File: src/rtl/mux_scan_nto1.sv
// Registered N:1 channel multiplexer with a valid/ready output and a round-robin scan over a channel mask.
// Build option: define MUX_CH_TAG_EN to add the registered channel tag output out_sel.
module mux_scan_nto1 #(
  parameter int NUM_CH = 32,
  parameter int WIDTH  = 1,
  parameter int SEL_W  = 5
) (
  input  logic                    clk,
  input  logic                    rst,
  input  logic                    mode,
  input  logic [SEL_W-1:0]        sel,
  input  logic [NUM_CH-1:0]       ch_mask,
  input  logic [NUM_CH*WIDTH-1:0] in_data,
  input  logic                    out_ready,
  output logic                    out_valid,
  output logic [WIDTH-1:0]        out_data
`ifdef MUX_CH_TAG_EN
  ,
  output logic [SEL_W-1:0]        out_sel
`endif
);

  typedef enum logic {
    ST_MAN  = 1'b0,
    ST_SCAN = 1'b1
  } state_t;

  state_t            state;
  logic [SEL_W-1:0]  ptr;

  logic              load;
  logic [SEL_W-1:0]  scan_start;
  logic [NUM_CH-1:0] upper_mask;
  logic              scan_hit;
  logic [SEL_W-1:0]  scan_ch;
  logic [SEL_W-1:0]  scan_next;
  logic              man_hit;

  logic              cap_valid;
  logic [SEL_W-1:0]  cap_ch;
  logic [WIDTH-1:0]  cap_data;
  logic [SEL_W-1:0]  ptr_next;

  // Index of the lowest set bit; callers only use the result when v is non-zero.
  function automatic logic [SEL_W-1:0] lowest_set(input logic [NUM_CH-1:0] v);
    lowest_set = '0;
    for (int i = NUM_CH - 1; i >= 0; i--) begin
      if (v[i]) lowest_set = SEL_W'(i);
    end
  endfunction

  function automatic logic [WIDTH-1:0] chan_data(input logic [NUM_CH*WIDTH-1:0] d,
                                                  input logic [SEL_W-1:0]        idx);
    chan_data = '0;
    for (int i = 0; i < NUM_CH; i++) begin
      if (SEL_W'(i) == idx) chan_data = d[i*WIDTH +: WIDTH];
    end
  endfunction

  assign load = !out_valid || out_ready;

  // Entering scan from manual always restarts the round-robin at channel 0.
  assign scan_start = (state == ST_SCAN) ? ptr : '0;

  always_comb begin
    upper_mask = '0;
    for (int i = 0; i < NUM_CH; i++) begin
      upper_mask[i] = ch_mask[i] && (SEL_W'(i) >= scan_start);
    end
  end

  // Wrap-around search: prefer channels at or above the pointer, otherwise the lowest enabled one.
  assign scan_hit  = |ch_mask;
  assign scan_ch   = (|upper_mask) ? lowest_set(upper_mask) : lowest_set(ch_mask);
  assign scan_next = (scan_ch == SEL_W'(NUM_CH - 1)) ? '0 : scan_ch + 1'b1;
  assign man_hit   = ({1'b0, sel} < (SEL_W + 1)'(NUM_CH));

  // NOTE: every combinational output gets a default first so no path can infer a latch.
  always_comb begin
    cap_valid = 1'b0;
    cap_ch    = sel;
    ptr_next  = ptr;
    if (mode) begin
      ptr_next = scan_start;
      if (scan_hit) begin
        cap_valid = 1'b1;
        cap_ch    = scan_ch;
        ptr_next  = scan_next;
      end
    end else begin
      cap_valid = man_hit;
    end
    cap_data = cap_valid ? chan_data(in_data, cap_ch) : '0;
  end

  // NOTE: registers use non-blocking assignments so every flop samples pre-edge values.
  always_ff @(posedge clk) begin
    if (rst) begin
      state     <= ST_MAN;
      ptr       <= '0;
      out_valid <= 1'b0;
      out_data  <= '0;
    end else if (load) begin
      state     <= mode ? ST_SCAN : ST_MAN;
      ptr       <= ptr_next;
      out_valid <= cap_valid;
      out_data  <= cap_data;
    end
  end

`ifdef MUX_CH_TAG_EN
  // Tag only moves with a real capture, so it always names the channel behind out_data.
  always_ff @(posedge clk) begin
    if (rst) begin
      out_sel <= '0;
    end else if (load && cap_valid) begin
      out_sel <= cap_ch;
    end
  end
`endif

endmodule

File: config.mk
export PLATFORM = sky130hd
export DESIGN_NAME = mux_scan_nto1
export DESIGN_NICKNAME = d
export VERILOG_FILES = /design/src/rtl/mux_scan_nto1.sv
export SDC_FILE = /design/constraint.sdc
export NUM_CORES = 1
export LEC_CHECK = 0
export ABC_AREA = 1
export CAP_MARGIN = 20
export CORE_UTILIZATION = 50
export DETAILED_ROUTE_END_ITERATION = 7
export MAX_ROUTING_LAYER = met4
export PLACE_DENSITY = 0.88
export SLEW_MARGIN = 25
export SYNTH_ARGS = -nofsm -noshare
export SYNTH_HDL_FRONTEND = slang
export SYNTH_SLANG_ARGS = --single-unit
File: constraint.sdc
create_clock -name clk -period 8 [get_ports clk]
set_input_delay 1.6 -clock clk [delete_from_list [all_inputs] [get_ports clk]]
set_output_delay 1.6 -clock clk [all_outputs]
set_load 0.1 [all_outputs]
; Word-level counts from Yosys, hierarchy flattened
; Cells that the tools add are included.
; Widths: inputs -> output; s select.
[op_classes]
n_addsub = 1
magnitude_cmp = 32
n_eq_ne = 32
muxes = 106
n_reduce_logical = 38
[ops]
columns = op, count
row1 = $mux 5, 70
row2 = $eq 5x5->1 const A, 16
row3 = $ge 5x5->1 const A, 16
row4 = $reduce_or 32->1, 2
row5 = $eq 4x5->1 const A, 8
row6 = $ge 4x5->1 const A, 8
row7 = $mux 1, 36
row8 = $logic_and 1x1->1, 32
row9 = $eq 3x5->1 const A, 4
row10 = $ge 3x5->1 const A, 4
row11 = $eq 2x5->1 const A, 2
row12 = $ge 1x5->1 const A, 2
row13 = $ge 2x5->1 const A, 2
row14 = $add 5x1->5 const B, 1
row15 = $eq 1x5->1 const A, 1
row16 = $eq 5x5->1 const B, 1
row17 = $logic_not 5->1, 1
row18 = $reduce_and 2->1, 1
row19 = $logic_not 1->1, 1
row20 = $logic_or 1x1->1, 1
[totals]
ff_bits = 8
input_bits = 73
output_inout_bits = 2
word_cells = 213

; Logic depth before layout (Yosys ltp)
; Gate-level depths: netlist (run 1).
[depth]
ltp_word = 72
ltp_mapped = 65
ltp_nobuf = 64

; Least setup slack after synthesis (run 1)
; Ideal clock, no wire load.
[synth_timing]
kind = input-to-reg
from = in ch_mask[31]
to = reg out_data
setup_time_ns = 0.117
arrival_time_ns = 4.822
t_required_ns = 7.883
slack_ns = 3.061
cell_stages = 59
cell_sequence = inv_1 o21ai_0 a21oi_1 nor2_1 nor2_1 o21ai_0 nand2_1 nand2_1 nand2_1 nand2_1 nand2_1 nand2_1 nand2_1 nand2_1 nand2_1 nand2_1 nand2_1 nand2_1 [23 not listed] nand2_1 nand2_1 nand2_1 nand4_1 nand2_1 nand3_1 nand2_1 nand3_1 nand2_1 nand2_1 nand2_1 nand3_1 nand2_1 nand2_1 nand2_1 nand2_1 nand2_1 a21oi_2
[synth_via]
elab_chain_len = 70
elab_cells_between_ends = 137
[synth_rtl]
columns = item, line
row1 = from (decl), 12  ; input logic [NUM_CH-1:0] ch_mask,
row2 = $logic_and 1x1->1, 68  ; upper_mask[i] = ch_mask[i] && (SEL_W'(i) >= scan_start);
row3 = $mux 5 (32 in a row), 48  ; if (v[i]) lowest_set = SEL_W'(i);
row4 = $mux 5, 74  ; assign scan_ch = (|upper_mask) ? lowest_set(upper_mask) : lowest_set(ch_mask);
row5 = $mux 5, 85  ; if (scan_hit) begin
row6 = $mux 5, 83  ; if (mode) begin
row7 = $logic_not 5->1, 56  ; if (SEL_W'(i) == idx) chan_data = d[i*WIDTH +: WIDTH];
row8 = $mux 1 (32 in a row), 56
row9 = $mux 1 *, 93  ; cap_data = cap_valid ? chan_data(in_data, cap_ch) : '0;
row10 = to (signal assigned), 107  ; out_data <= cap_data;
row11 = to (decl), 16  ; output logic [WIDTH-1:0] out_data
; Every way passes the cells marked *; elsewhere a longest branch is shown, timed or not.
; A chain may end at the register's enable or synchronous reset.

; Worst setup path after layout (run 1)
[layout_timing]
from = in ch_mask[16]
to = reg out_data
[layout_via]
elab_chain_len = 55
elab_cells_between_ends = 107
[layout_rtl]
columns = item, line
row1 = $logic_and 1x1->1, 68
row2 = $mux 5 (17 in a row), 48
row3 = $mux 5, 74
row4 = $mux 5, 85
row5 = $mux 5, 83
row6 = $logic_not 5->1, 56
row7 = $mux 1 (32 in a row), 56
row8 = $mux 1 *, 93
; Marks and branches as above.

==> results of run 1 <==
flip-flops by register name (all words and copies together), names as in the netlist:
name / count
out_valid: 1
out_data: 1
ptr: 5
state: 1
worst max path at each step:
stage               end  cells after the start
6_report       out_data                     33
5_1_grt        out_data                     60
4_1_cts        out_data                     36
3_5_place_dp   out_data                     36
3_3_place_gp   out_data                     33
2_1_floorplan  out_data                     59
worst max-delay path: cells and delay by family:
family	cells	cell delay [ns]
simple gates	28	2.72
buf+inv	3	1.02
compound gates	2	0.92
cells in the final DEF, fill, tap and decap left out, drive strengths merged:
cell type / n
a211oi: 4
a21oi: 20
a311oi: 2
a31oi: 6
a32o: 1
a41oi: 2
clkbuf: 3
clkdlybuf4s50: 74
clkinv: 1
dfxtp: 8
ha: 2
inv: 88
nand2: 161
nand3: 26
nand3b: 1
nand4: 18
nor2: 65
nor3: 8
nor4: 9
o2111ai: 2
o211ai: 7
o21ai: 19
o21bai: 2
o311ai: 2
o32ai: 1
or2: 1
or3: 1
xor2: 1
cell families after synthesis:
family,after synthesis,synth area share [%]
buffers and inverters,93,15.5
and+or+nand+nor,290,56.5
DFF,8,6.92
AOI/OAI and AO/OA,68,19.7
xor gates and xnor gates,1,0.378
adders and majority gates,2,1.08
stage by stage:
stage	total power (W)	instances	worst slack (ns)	hold slack, ns	area (sq um)
final	0.000248	587	1.84	0.487	3140
after global routing	0.000264	587	1.26	0.512	3140
after CTS	0.000245	587	1.95	0.490	3140
after detailed placement	0.000196	584	1.73	0.466	3100
after global placement	0.000194	584	1.92	0.473	3100
after floorplan	0.000136	462	3.06	0.476	2320
per-layer routing:
metal	part of all wire, %	wire, um
met2	50	4150
met1	39	3270
met5	0	0
met3	6.8	566
met4	4.0	335
cell type report:
class                      count  area, sq um
clock buffer                   3         41.3
tap                           52         65.1
fill                         401         1270
inverter                      89          334
multi-input combinational    361         1800
timing repair buffer          74          741
sequential                     8          160
where the power goes:
group / switching (W) / internal, W
logic: 0.0000873 / 0.0000643
registers: 0.00000452 / 0.0000431
clock network: 0.0000161 / 0.0000326
==> qor.json, run 1 <==
{
  "vdd_ir_drop_max": {"value": 0.116, "unit": "mV"},
  "crit_path_start": {"value": "ch_mask[16]"},
  "clock_latency": {"value": 0.23, "unit": "ns"},
  "cp-end-kind": {"value": "register"},
  "cts_buffers": {"value": 3},
  "synth.ff_latch_count": {"value": 8},
  "clock-sinks": {"value": 8},
  "die_h": {"value": 70.1, "unit": "um"},
  "finalSetupViolCount": {"value": 0},
  "buffer_ports.inserted": {"value": 74},
  "status": {"value": "finished clean"},
  "post_synth_most_frequent_cells": {"value": "sky130_fd_sc_hd__nand2_1, sky130_fd_sc_hd__inv_1, sky130_fd_sc_hd__nor2_1, sky130_fd_sc_hd__nand3_1"},
  "worst-r2r-cell-count": {"value": 41},
  "syn_area": {"value": 0.00232, "unit": "sq mm"},
  "cp_data_required_time": {"value": 8.11, "unit": "ns"},
  "cts_tree": {"value": "built"},
  "grt_max_degree": {"value": 17},
  "cp-start-kind": {"value": "primary input"},
  "worst_hold_startpoint": {"value": "out_data"},
  "regToRegStartpoint": {"value": "state"},
  "cts.reportedPaths.clkPinSlew": {"value": 0.04, "unit": "ns"},
  "first_global_vias": {"value": 3138},
  "gr_met2_demand_resource": {"value": 61.2, "unit": "%"},
  "start_util": {"value": 52.5, "unit": "%"},
  "grt_pass1_wl": {"value": 13.2, "unit": "mm"},
  "n_antenna_cell": {"value": 0},
  "dieArea": {"value": 0.00491, "unit": "sq mm"},
  "drcViolationCount": {"value": 0},
  "grt.met3_usage": {"value": 3.17, "unit": "%"},
  "yosys_warnings": {"value": 0},
  "syn-num-nets": {"value": 537},
  "rsz0062_at_grt": {"value": "false"},
  "drt.antenna.violating_nets": {"value": 0},
  "final.period_utilization": {"value": 77.0, "unit": "%"},
  "fp-row-count": {"value": 24},
  "dieWidth": {"value": 70.1, "unit": "um"},
  "whs_path_depth": {"value": 2},
  "post_cts_buffers": {"value": 0},
  "area_growth_syn_to_fin": {"value": 35.5, "unit": "%"},
  "timing.clock.skew": {"value": 0.00643, "unit": "ns"},
  "global_route.overflow_total": {"value": 0},
  "critPathMaxStageDelay": {"value": 0.87, "unit": "ns"},
  "largest_area_contributor_in_the_synthesized_netlist": {"value": "sky130_fd_sc_hd__nand2_1"},
  "pwr_density_cell": {"value": 78.9, "unit": "mW/mm^2"},
  "cp_max_fanout": {"value": 16},
  "global_route.peak_usage_layer": {"value": "met2"},
  "via_per_inst": {"value": 5.73},
  "synth_seq_area_share": {"value": 6.92, "unit": "%"},
  "final_nets": {"value": 612},
  "first_pass_iters": {"value": 6},
  "grt_antenna_before_repair": {"value": 0},
  "tns": {"value": 0, "unit": "ns"},
  "cts_hold_buf": {"value": 0},
  "floorplan.core_area": {"value": 0.00441, "unit": "sq mm"},
  "vias": {"value": 3363},
  "dp_hpwl": {"value": 6.88, "unit": "mm"},
  "timing.critical_path.slowest_stage_cell": {"value": "sky130_fd_sc_hd__o21ai_1"},
  "post_cts_sizing": {"value": 0},
  "clock_tree.buffer_depth": {"value": 2},
  "detailedRoute.firstIterationViolations": {"value": 244},
  "synth-main-ff-cell": {"value": "sky130_fd_sc_hd__dfxtp_1"},
  "yosysUniqueCellTypes": {"value": 43},
  "synth_most_common_cell": {"value": "sky130_fd_sc_hd__nand2_1"},
  "wl_per_cell": {"value": 14.2, "unit": "um"},
  "syn_avg_cell_area": {"value": 5.01, "unit": "sq um"},
  "setup.reg_to_reg.worst_slack": {"value": 2.81, "unit": "ns"},
  "critical_path.reg2reg.endpoint": {"value": "out_data"},
  "clock_tree.htree_level_count": {"value": 1},
  "hold_path.class": {"value": "reg2reg"},
  "clock.fmax": {"value": 0.162, "unit": "GHz"},
  "fin_crit": {"value": 6.16, "unit": "ns"},
  "critPathKind": {"value": "in2reg"},
  "hold_end": {"value": "out_data"},
  "grt.total_usage": {"value": 33.6, "unit": "%"},
  "num_io_pins": {"value": 75},
  "met1_usage": {"value": 36.0, "unit": "%"},
  "worst_case_headroom_to_the_max_slew_limit": {"value": 29.8, "unit": "%"},
  "maxCapViolCount": {"value": 0},
  "synth_top_cell_area_share": {"value": 24.5, "unit": "%"},
  "report.final.hold_viol_count": {"value": 0},
  "slew_violations": {"value": 0},
  "post_synth_inst_count": {"value": 462},
  "finalCoreUtilization": {"value": 71.1, "unit": "%"},
  "synth_edf_count": {"value": 0},
  "crit_arrival": {"value": 6.27, "unit": "ns"},
  "finalWeightedCongestion": {"value": 1.01},
  "fraction_of_final_layout_cells_sized_beyond_drive_strength_1": {"value": 7.48, "unit": "%"},
  "async_reset_ff_share": {"value": 0, "unit": "%"},
  "totalWireLength": {"value": 8.32, "unit": "mm"},
  "timing_worst_slew_pin_value": {"value": 1.05, "unit": "ns"},
  "synth.area.top_cells": {"value": "sky130_fd_sc_hd__nand2_1, sky130_fd_sc_hd__inv_1, sky130_fd_sc_hd__nor2_1"},
  "root_buffer": {"value": "sky130_fd_sc_hd__clkbuf_8"},
  "p_leak": {"value": 1.58, "unit": "nW"},
  "cp_common_cell": {"value": "sky130_fd_sc_hd__nand2_1"}
}
Note: power is estimated with default switching activity, not from simulation.
==> run 2: changes to the inputs <==
--- a/config.mk
+++ b/config.mk
@@ -7,10 +7,10 @@
 export LEC_CHECK = 0
 export ABC_AREA = 1
 export CAP_MARGIN = 20
-export CORE_UTILIZATION = 50
+export CORE_UTILIZATION = 48
 export DETAILED_ROUTE_END_ITERATION = 7
 export MAX_ROUTING_LAYER = met4
-export PLACE_DENSITY = 0.88
+export PLACE_DENSITY = 0.85
 export SLEW_MARGIN = 25
 export SYNTH_ARGS = -nofsm -noshare
 export SYNTH_HDL_FRONTEND = slang
==> constraint.sdc (replaced) <==
create_clock -name clk -period 6.2 [get_ports clk]
set_input_delay 1.24 -clock clk [delete_from_list [all_inputs] [get_ports clk]]
set_output_delay 1.24 -clock clk [all_outputs]
set_load 0.1 [all_outputs]
==> qor.json, run 2 (synthesized netlist as in run 1, its figures left out) <==
{
  "place_ws": {"value": 0.476, "unit": "ns"},
  "largest-register": {"value": "ptr"},
  "final_nets": {"value": 614},
  "finalCoreUtilization": {"value": 70.1, "unit": "%"},
  "vias": {"value": 3275},
  "start_util": {"value": 51.4, "unit": "%"},
  "clock_latency": {"value": 0.24, "unit": "ns"},
  "cp_common_cell": {"value": "sky130_fd_sc_hd__nand2_1"},
  "placed_area": {"value": 0.00311, "unit": "sq mm"},
  "dp_hpwl": {"value": 6.45, "unit": "mm"},
  "cts_hold_buf": {"value": 0},
  "mostFrequentLayoutCell": {"value": "sky130_fd_sc_hd__nand2_1"},
  "n_antenna_cell": {"value": 0},
  "cp-start-kind": {"value": "primary input"},
  "hold_path.class": {"value": "reg2reg"},
  "root_buffer": {"value": "sky130_fd_sc_hd__clkbuf_8"},
  "pwr_density_cell": {"value": 101, "unit": "mW/mm^2"},
  "first_global_vias": {"value": 2898},
  "dieArea": {"value": 0.00511, "unit": "sq mm"},
  "layout_common_cells": {"value": "sky130_fd_sc_hd__nand2_1, sky130_fd_sc_hd__inv_1, sky130_fd_sc_hd__clkdlybuf4s50_1"},
  "maxCapViolCount": {"value": 0},
  "floorplan.core_area": {"value": 0.00450, "unit": "sq mm"},
  "layout_setup_ws": {"value": 0.637, "unit": "ns"},
  "met1_length": {"value": 3.27, "unit": "mm"},
  "tns": {"value": 0, "unit": "ns"},
  "final_cell_area": {"value": 0.00316, "unit": "sq mm"},
  "timing.clock.skew": {"value": 0.00611, "unit": "ns"},
  "worst_case_headroom_to_the_max_slew_limit": {"value": 34.2, "unit": "%"},
  "clock.fmax": {"value": 0.180, "unit": "GHz"},
  "critPathMaxStageDelay": {"value": 0.51, "unit": "ns"},
  "cp_data_required_time": {"value": 6.32, "unit": "ns"},
  "timing_worst_slew_pin_value": {"value": 0.983, "unit": "ns"},
  "global_route.overflow_total": {"value": 0},
  "p_leak": {"value": 1.59, "unit": "nW"},
  "die_h": {"value": 71.5, "unit": "um"},
  "status": {"value": "finished clean"},
  "instances_no_fill": {"value": 589},
  "critPathKind": {"value": "in2reg"},
  "cp-end-kind": {"value": "register"},
  "cts_tree": {"value": "built"},
  "clock-sinks": {"value": 8},
  "numPlacedInstances": {"value": 585},
  "total_length_of_routed_met3_wires": {"value": 467, "unit": "um"},
  "fin_crit": {"value": 5.56, "unit": "ns"},
  "buffer_ports.inserted": {"value": 74},
  "cts.reportedPaths.clkPinSlew": {"value": 0.04, "unit": "ns"},
  "clock_tree.buffer_depth": {"value": 2},
  "finalWeightedCongestion": {"value": 1.00},
  "finalSetupViolCount": {"value": 0},
  "report.final.hold_viol_count": {"value": 0},
  "rsz0062_at_grt": {"value": "false"},
  "totalWireLength": {"value": 7.58, "unit": "mm"},
  "clock_tree.htree_level_count": {"value": 1},
  "drt.antenna.violating_nets": {"value": 0},
  "grt_pass1_wl": {"value": 12.3, "unit": "mm"},
  "grt_max_degree": {"value": 17},
  "crit_arrival": {"value": 5.68, "unit": "ns"},
  "cts_buffers": {"value": 3},
  "drcViolationCount": {"value": 0},
  "num_io_pins": {"value": 75},
  "highest-signal-layer": {"value": "met4"},
  "area_growth_syn_to_fin": {"value": 36.4, "unit": "%"},
  "vdd_ir_drop_max": {"value": 0.122, "unit": "mV"},
  "wl_per_cell": {"value": 12.9, "unit": "um"},
  "slew_violations": {"value": 0},
  "fraction_of_final_layout_cells_sized_beyond_drive_strength_1": {"value": 8.01, "unit": "%"},
  "dieWidth": {"value": 71.5, "unit": "um"},
  "largest_register_ffs": {"value": 5},
  "grt.total_usage": {"value": 30.5, "unit": "%"},
  "detailedRoute.firstIterationViolations": {"value": 304},
  "timing.critical_path.slowest_stage_cell": {"value": "sky130_fd_sc_hd__clkdlybuf4s50_1"},
  "via_per_inst": {"value": 5.56},
  "cp_max_fanout": {"value": 7},
  "fp-row-count": {"value": 24},
  "final.period_utilization": {"value": 89.7, "unit": "%"},
  "first_pass_iters": {"value": 5},
  "route.met2.wl": {"value": 3.69, "unit": "mm"},
  "grt_antenna_before_repair": {"value": 0}
}
==> run 2: cell type report <==
class	count	area [sq um]
Multi-Input combinational cell	361	1800
Fill cell	430	1350
Timing Repair Buffer	76	756
Inverter	89	334
Sequential cell	8	160
Tap cell	52	65.1
Clock buffer	3	41.3
==> run 2: final timing paths <==
kind,startpoint,endpoint,slack [ns],cells after the start
hold / removal,out_data,out_data,0.48,2
setup / recovery,ch_mask[30],out_data,0.64,46
setup reg to reg,state,out_data,1.18,39
hold reg to reg,out_data,out_data,0.48,2
==> run 2: metrics by stage <==
step | total power (W) | hold WS (ns)
finish | 0.000320 | 0.478
global route | 0.000341 | 0.502
CTS | 0.000316 | 0.481
detailed placement | 0.000252 | 0.471
global placement | 0.000250 | 0.469
floorplan | 0.000175 | 0.476
==> run 2: worst max-delay path, delay by kind of cell <==
kind / cells / cell delay [ns]
compound gates: 4 / 0.73
simple gates: 39 / 2.92
buf+inv: 3 / 0.77
==> run 2: where the power goes <==
| part | switching [W] | leakage (nW) | internal, W |
|---|---|---|---|
| combinational | 0.000110 | 1.51 | 0.0000841 |
| clock | 0.0000223 | 0.0216 | 0.0000422 |
| sequential | 0.00000533 | 0.0660 | 0.0000556 |
==> run 2: layer usage <==
metal / global-route usage, % / vias up
met4: 6.75 / 0
li1: - / 1667
met1: 36.7 / 1431
met2: 55.6 / 150
met5: - / -
met3: 2.39 / 27
==> run 2: timing repair <==
action / CTS / global route
buffers inserted: 0 / 1
resized for setup: 0 / 1
endpoints found under the hold margin: 0 / 0
endpoints found under the setup margin: 0 / 1
==> run 3: changes to the inputs <==
--- a/config.mk
+++ b/config.mk
@@ -7,10 +7,10 @@
 export LEC_CHECK = 0
 export ABC_AREA = 1
 export CAP_MARGIN = 20
-export CORE_UTILIZATION = 48
+export CORE_UTILIZATION = 50
 export DETAILED_ROUTE_END_ITERATION = 7
 export MAX_ROUTING_LAYER = met4
-export PLACE_DENSITY = 0.85
+export PLACE_DENSITY = 0.88
 export SLEW_MARGIN = 25
 export SYNTH_ARGS = -nofsm -noshare
 export SYNTH_HDL_FRONTEND = slang
==> constraint.sdc (replaced) <==
create_clock -name clk -period 6.9 [get_ports clk]
set_input_delay 1.38 -clock clk [delete_from_list [all_inputs] [get_ports clk]]
set_output_delay 1.38 -clock clk [all_outputs]
set_load 0.1 [all_outputs]
==> qor.json, run 3 (synthesized netlist as in run 1, its figures left out) <==
{
  "clock.fmax": {"value": 0.174, "unit": "GHz"},
  "maxCapViolCount": {"value": 0},
  "grt_max_degree": {"value": 17},
  "die_h": {"value": 70.1, "unit": "um"},
  "global_route.overflow_total": {"value": 0},
  "first_global_vias": {"value": 3084},
  "cts_buffers": {"value": 3},
  "mostFrequentLayoutCell": {"value": "sky130_fd_sc_hd__nand2_1"},
  "vias": {"value": 3260},
  "rsz0062_at_grt": {"value": "false"},
  "clock_tree.buffer_depth": {"value": 2},
  "finalWeightedCongestion": {"value": 0.974},
  "timing_worst_slew_pin_value": {"value": 0.977, "unit": "ns"},
  "largest-register": {"value": "ptr"},
  "tns": {"value": 0, "unit": "ns"},
  "start_util": {"value": 52.5, "unit": "%"},
  "dp_hpwl": {"value": 6.35, "unit": "mm"},
  "critPathKind": {"value": "in2reg"},
  "clock-sinks": {"value": 8},
  "p_sw": {"value": 0.000124, "unit": "W"},
  "dieWidth": {"value": 70.1, "unit": "um"},
  "root_buffer": {"value": "sky130_fd_sc_hd__clkbuf_8"},
  "drcViolationCount": {"value": 0},
  "floorplan.core_area": {"value": 0.00441, "unit": "sq mm"},
  "layout_common_cells": {"value": "sky130_fd_sc_hd__nand2_1, sky130_fd_sc_hd__inv_1, sky130_fd_sc_hd__clkdlybuf4s50_1"},
  "slew_violations": {"value": 0},
  "cts.reportedPaths.clkPinSlew": {"value": 0.04, "unit": "ns"},
  "power_switching_share": {"value": 43.2, "unit": "%"},
  "cp_data_required_time": {"value": 7.06, "unit": "ns"},
  "grt_antenna_before_repair": {"value": 0},
  "grt_pass1_wl": {"value": 12.6, "unit": "mm"},
  "critPathMaxStageDelay": {"value": 0.72, "unit": "ns"},
  "hold_path.class": {"value": "reg2reg"},
  "cp_common_cell": {"value": "sky130_fd_sc_hd__nand2_1"},
  "grt.total_usage": {"value": 31.8, "unit": "%"},
  "cp_max_fanout": {"value": 11},
  "internal-power": {"value": 0.000163, "unit": "W"},
  "buffer_ports.inserted": {"value": 74},
  "totalWireLength": {"value": 7.48, "unit": "mm"},
  "pwr-share-comb": {"value": 60.6, "unit": "%"},
  "power.clock.fraction": {"value": 20.4, "unit": "%"},
  "wl_per_cell": {"value": 12.7, "unit": "um"},
  "fin_crit": {"value": 5.75, "unit": "ns"},
  "clock_latency": {"value": 0.23, "unit": "ns"},
  "worst_case_headroom_to_the_max_slew_limit": {"value": 34.6, "unit": "%"},
  "num_io_pins": {"value": 75},
  "finalSetupViolCount": {"value": 0},
  "detailedRoute.firstIterationViolations": {"value": 202},
  "timing.clock.skew": {"value": 0.00531, "unit": "ns"},
  "crit_arrival": {"value": 5.90, "unit": "ns"},
  "num-fill-cells": {"value": 401},
  "fp-row-count": {"value": 24},
  "clock_tree.htree_level_count": {"value": 1},
  "post_cts_buffers": {"value": 0},
  "cp-end-kind": {"value": "register"},
  "fraction_of_final_layout_cells_sized_beyond_drive_strength_1": {"value": 7.65, "unit": "%"},
  "p_leak": {"value": 1.59, "unit": "nW"},
  "via_per_inst": {"value": 5.54},
  "seq_power_share": {"value": 19.0, "unit": "%"},
  "status": {"value": "finished clean"},
  "largest_register_ffs": {"value": 5},
  "cts_tree": {"value": "built"},
  "vdd_ir_drop_max": {"value": 0.129, "unit": "mV"},
  "cp-start-kind": {"value": "primary input"},
  "setup.reg_to_reg.worst_slack": {"value": 1.99, "unit": "ns"},
  "pwr_density_cell": {"value": 91.1, "unit": "mW/mm^2"},
  "first_pass_iters": {"value": 8},
  "report.final.hold_viol_count": {"value": 0},
  "drt.antenna.violating_nets": {"value": 0},
  "dieArea": {"value": 0.00491, "unit": "sq mm"},
  "layout_setup_ws": {"value": 1.15, "unit": "ns"},
  "n_antenna_cell": {"value": 0},
  "final.period_utilization": {"value": 83.3, "unit": "%"},
  "place_ws": {"value": 1.03, "unit": "ns"},
  "timing.critical_path.slowest_stage_cell": {"value": "sky130_fd_sc_hd__nor2_1"},
  "post_cts_sizing": {"value": 0},
  "final_nets": {"value": 613},
  "area_growth_syn_to_fin": {"value": 35.9, "unit": "%"},
  "cts_hold_buf": {"value": 0}
}
==> run 3: cell count changes in the layout (fill, tap and decap cells not counted) <==
cell	delta
sky130_fd_sc_hd__a21oi_1	+1
sky130_fd_sc_hd__a21oi_2	-1
sky130_fd_sc_hd__buf_4	-1
==> run 3: final timing paths <==
path,endpoint,cells after the start,start
setup reg to reg,out_data,43,state
hold / removal,out_data,2,out_data
hold reg to reg,out_data,2,out_data
setup / recovery,out_data,39,ch_mask[3]
==> run 3: through the flow <==
stage	instances	power (W)	util, %	hold WS, ns	cell area (sq um)
after floorplan	462	0.000157	-	0.476	2320
after global placement	585	0.000225	70.4	0.470	3110
after detailed placement	585	0.000226	70.4	0.495	3110
after CTS	588	0.000285	71.3	0.503	3150
after global routing	588	0.000308	71.3	0.517	3150
final	588	0.000287	71.3	0.495	3150
==> run 3: cell type report <==
cell class                      instances  area (sq um)  area share [%]
Timing Repair Buffer                   75           748            23.8
Clock buffer                            3          41.3            1.31
Tap cell                               52          65.1            2.07
Inverter                               89           334            10.6
Multi-Input combinational cell        361          1800            57.1
Sequential cell                         8           160            5.09
==> run 3: metal layers <==
metal | up-vias | track usage [%] | wire [um]
met4 | 0 | 11.1 | 191
li1 | 1660 | - | -
met2 | 152 | 58.7 | 3670
met1 | 1425 | 35.8 | 3200
met5 | - | - | 0
met3 | 23 | 2.45 | 428
==> run 3: worst max-delay path, delay by kind of cell <==
| kind | cells | cell delay [ns] |
|---|---|---|
| buffers and inverters | 4 | 0.77 |
| AO/OA/AOI/OAI | 4 | 0.61 |
| AND/OR/NAND/NOR | 31 | 3.13 |
==> run 3: power by group through the flow <==
stage               registers, W  logic (W)  clock network (W)
detailed placement     0.0000553   0.000171                  0
CTS                    0.0000545   0.000172          0.0000586
finish                 0.0000546   0.000174          0.0000585
global route           0.0000550   0.000193          0.0000599
floorplan              0.0000632  0.0000939                  0
global placement       0.0000551   0.000170                  0
